==> config.mk <==
export PLATFORM = sky130hd
export DESIGN_NAME = mux_rr_nch
export DESIGN_NICKNAME = d
export VERILOG_FILES = /design/src/rtl/mux_rr_nch.sv
export SDC_FILE = /design/constraint.sdc
export NUM_CORES = 1
export LEC_CHECK = 0
export BUFFER_PORTS_ARGS = -buffer_cell sky130_fd_sc_hd__buf_2
export CAP_MARGIN = 10
export CELL_PAD_IN_SITES_DETAIL_PLACEMENT = 0
export CELL_PAD_IN_SITES_GLOBAL_PLACEMENT = 1
export CORE_UTILIZATION = 31
export DETAILED_ROUTE_END_ITERATION = 8
export PLACE_DENSITY_LB_ADDON = 0.1
export SYNTH_ARGS = -nofsm -noshare
export SYNTH_HDL_FRONTEND = slang
export SYNTH_SLANG_ARGS = --single-unit
==> constraint.sdc <==
create_clock -name clk -period 4.9 [get_ports clk]
set_input_delay 0.98 -clock clk [delete_from_list [all_inputs] [get_ports clk]]
set_output_delay 0.98 -clock clk [all_outputs]
set_load 0.03 [all_outputs]
==> src/rtl/mux_rr_nch.sv <==
// N-channel W-bit valid/ready multiplexer with a registered output, fixed-select or round-robin source choice.
// Define MUX_RR_PARITY_EN to add the registered even-parity output out_par.
module mux_rr_nch #(
    parameter int N = 8,
    parameter int W = 8
) (
    input  logic                         clk,
    input  logic                         rst_n,
    input  logic                         mode_rr,
    input  logic [$clog2(N)-1:0]         sel,
    input  logic [N*W-1:0]               in_data,
    input  logic [N-1:0]                 in_valid,
    output logic [N-1:0]                 in_ready,
    output logic [W-1:0]                 out_data,
    output logic [$clog2(N)-1:0]         out_chan,
    output logic                         out_valid,
    input  logic                         out_ready
`ifdef MUX_RR_PARITY_EN
    ,
    output logic                         out_par
`endif
);

    localparam int SELW = $clog2(N);

    logic [SELW-1:0] ptr_reg;
    logic [W-1:0]    out_data_reg;
    logic [SELW-1:0] out_chan_reg;
    logic            out_valid_reg;

    logic [W-1:0]    chan_data [N];
    logic [N-1:0]    hi_mask;
    logic [N-1:0]    rr_masked;
    logic [N-1:0]    rr_search;
    logic [SELW-1:0] rr_g;
    logic            fx_valid;
    logic [SELW-1:0] g;
    logic            grant_exists;
    logic            load;
    logic            xfer;

    genvar gi;
    generate
        for (gi = 0; gi < N; gi++) begin : g_chan
            assign chan_data[gi] = in_data[gi*W +: W];
            assign hi_mask[gi]   = (SELW'(gi) >= ptr_reg);
            assign in_ready[gi]  = rst_n & xfer & (g == SELW'(gi));
        end
    endgenerate

    // Search from ptr upward first; if nothing is valid there, wrap to the lowest valid channel.
    assign rr_masked = in_valid & hi_mask;
    assign rr_search = (|rr_masked) ? rr_masked : in_valid;

    always_comb begin
        rr_g = '0;
        for (int k = N - 1; k >= 0; k--) begin
            if (rr_search[k]) begin
                rr_g = SELW'(k);
            end
        end
    end

    // Explicit compare loop so an out-of-range sel simply finds no channel.
    always_comb begin
        fx_valid = 1'b0;
        for (int k = 0; k < N; k++) begin
            if (int'(sel) == k) begin
                fx_valid = in_valid[k];
            end
        end
    end

    assign g            = mode_rr ? rr_g : sel;
    assign grant_exists = mode_rr ? (|in_valid) : fx_valid;
    assign load         = !out_valid_reg || out_ready;
    assign xfer         = load && grant_exists;

    always_ff @(posedge clk or negedge rst_n) begin
        if (!rst_n) begin
            ptr_reg       <= '0;
            out_data_reg  <= '0;
            out_chan_reg  <= '0;
            out_valid_reg <= 1'b0;
        end else if (load) begin
            out_valid_reg <= grant_exists;
            if (grant_exists) begin
                out_data_reg <= chan_data[g];
                out_chan_reg <= g;
                if (mode_rr) begin
                    ptr_reg <= (int'(g) == N - 1) ? '0 : g + 1'b1;
                end
            end
        end
    end

    assign out_data  = out_data_reg;
    assign out_chan  = out_chan_reg;
    assign out_valid = out_valid_reg;

`ifdef MUX_RR_PARITY_EN
    logic out_par_reg;

    always_ff @(posedge clk or negedge rst_n) begin
        if (!rst_n) begin
            out_par_reg <= 1'b0;
        end else if (xfer) begin
            out_par_reg <= ^chan_data[g];
        end
    end

    assign out_par = out_par_reg;
`endif

endmodule

==> impl_metrics.tcl <==
set metrics [dict create \
    wl_per_cell_microns 14.0 \
    die_y_microns 76.6 \
    core_area_sq_um 5240 \
    yosys_warnings 0 \
    fin_cells 367 \
    crit_type "in2out" \
    fin_crit_sh 0.887 \
    antenna_found_initial 0 \
    areaGrowthSynthToFinish_pct 33.9 \
    drt_iter0_markers 48 \
    synthTopCellsByCount "22 x nand2_1, 18 x mux2_2, 17 x mux2i_1" \
    rsz0062_at_grt "no" \
    worst_slack_ns 0.554 \
    crit_fanout 9 \
    die_x_microns 76.6 \
    fin_worst_skew_ns 0.00198 \
    cts_buffers 3 \
    clockRootBuffer "clkbuf_8" \
    clk_path_buf_depth 2 \
    yosysMostFrequentCell "nand2_1" \
    grt_pass1_wl_mm 8.60 \
    crit_slowest_cell "or3b_1" \
    largest_reg_flops 8 \
    ir_drop_v 0.000210 \
    vias 1896 \
    drive_gt1_frac 0.438 \
    critPathLaunch "in_valid[2]" \
    worstReg2RegStart "ptr_reg[2]$_DFFE_PN0P_" \
    crit_path_max_incr_delay_ns 0.38 \
    ys_ff_latch 15 \
    worstPathCellList "buf_2, or3b_1, o221a_4, o31a_1, a211oi_1, o221a_2, nor2_1, inv_1, ha_1, nand2_1, nor2_1, buf_2" \
    synth_edf_count 0 \
    drt_pass1_iterations 4 \
    place_congestion 0.836 \
    status "completed" \
    synthCells 202 \
    initial_core_util 0.330 \
    maxCapViolCount 0 \
    syn_area_per_cell_sq_um 8.55 \
    clk_pin_slew_ns 0.06 \
    cts_htree_levels 1 \
    hp-start "out_chan[1]$_DFFE_PN0P_" \
    synth_top_area_cell "dfrtp_1" \
    tns_ns 0 \
    hold_class "reg2reg" \
    timing.fmax_mhz 230 \
    cp_top_family "compound AO/OA/AOI/OAI gates" \
    via_per_inst 5.17 \
    path_depth 12 \
    rows 26 \
    powerDensity_nw_per_um2 378 \
    ant_nets 0 \
    synth_top_area_frac 0.217 \
    post-cts-setup-buffer-count 0 \
    clock_latency_ns 0.24 \
    worstMarginPinSlew_ns 0.425 \
    cp_num_buf_inv 3 \
    totalWireLength_mm 5.12 \
    clkSinkCount 15 \
    synth_ff_type "dfrtp_1" \
    leakage_nw 1.13 \
    cp.arrival_ns 3.37 \
    dieArea_sq_um 5870 \
    port_buffers 98 \
    cts_tree "built" \
    grt_pass1_vias 1898 \
    synth.distinct_cells 47 \
    synth_area_leaders "dfrtp_1 22%, mux2_2 12%, mux2i_1 9.9%" \
    grt_max_degree 38 \
    placed_cells 363 \
    dp_slack_ns 0.595 \
    remaining_drc_errors 0 \
    min_period_ns 4.35 \
    hold_viol_final 0 \
    overflow 0 \
    finalSetupViolCount 0 \
    finalMaxSlewViolations 0 \
    worst_hold_path.num_cells 1 \
    reg2reg_depth 9 \
    async_reset_ff_frac 1.00 \
    cts_resized 0 \
    n_antenna_cell 0 \
    post-dp-hpwl_mm 4.02 \
    required_ns 3.92 \
    fin_nets 381 \
    syn_nets 285 \
    endpoint_kind "primary output" \
    io_pins 99 \
    max-slew-margin-rel 0.709 \
    crit_path_start_kind "primary input" \
    groute.usage.overall 0.177 \
    yosysSeqAreaShare 0.217 \
    hold_buffers 0 \
    mappedNetlistArea_sq_um 1730 \
]
[worst paths after layout]
path	endpoint	slack, ns
setup reg to reg	out_data[7]$_DFFE_PN0P_	1.48
min in group asynchronous	out_chan[2]$_DFFE_PN0P_	0.65
max in group asynchronous	out_data[7]$_DFFE_PN0P_	3.97
hold reg to reg	out_chan[1]$_DFFE_PN0P_	0.49
setup / recovery	in_ready[6]	0.55
hold / removal	out_chan[1]$_DFFE_PN0P_	0.49
[power by group]
part / internal (W) / switching [W] / total [W]
logic: 0.000220 / 0.000327 / 0.000547
registers: 0.000176 / 0.0000512 / 0.000228
clock network: 0.0000575 / 0.0000435 / 0.000101
total: 0.000454 / 0.000421 / 0.000875
[metal layers]
layer | vias to the layer above | share of wire | GRT usage
li1 | 961 | - | -
met3 | 6 | 0.059 | 0.0359
met1 | 866 | 0.44 | 0.208
met4 | 0 | 0.011 | 0.0481
met2 | 63 | 0.49 | 0.324
met5 | - | 0 | 0
[per-stage QoR]
step                      total power (W)  utilization  hold WS (ns)  cell area, sq um
after floorplan                  0.000627            -         0.545              1730
after global routing             0.000948        0.441         0.533              2310
after global placement           0.000786        0.433         0.480              2270
after CTS                        0.000883        0.441         0.497              2310
after detailed placement         0.000780        0.433         0.483              2270
final                            0.000875        0.441         0.494              2310
[final cells by class]
| class | count | area [sq um] |
|---|---|---|
| Sequential cell | 15 | 375 |
| Clock buffer | 4 | 45.0 |
| Tap cell | 70 | 87.6 |
| Timing Repair Buffer | 101 | 513 |
| Multi-Input combinational cell | 167 | 1250 |
| Inverter | 10 | 37.5 |
| Fill cell | 548 | 2930 |
[cells in the final DEF, fill, tap and decap left out, types with 2 or more instances in the layout]
cell type and instances:
nor2_1 15, o21ai_0 13, o32ai_1 8, and2_1 2, nor2b_1 13, o21a_1 2, mux2i_1 17, mux2_2 18
inv_1 9, clkbuf_8 3, buf_2 98, nand2_1 22, dfrtp_1 15, buf_4 3, a2111oi_0 9, a21oi_1 3
a21o_1 3, o22ai_1 2, ha_1 4, or2_2 2, a211oi_1 10
[cell families (layout without fill, tap and decap cells)]
group,after synthesis,after routing,share of synthesized area
flip-flops,15,15,0.217
adder cells (fa/ha/maj),4,4,0.0290
XOR/XNOR,1,1,0.00507
buffers and inverters,20,115,0.0565
multiplexers,36,36,0.229
AND/OR/NAND/NOR,63,63,0.180
AO/OA/AOI/OAI,63,63,0.283
No activity file was read; power rests on OpenSTA's default activity.
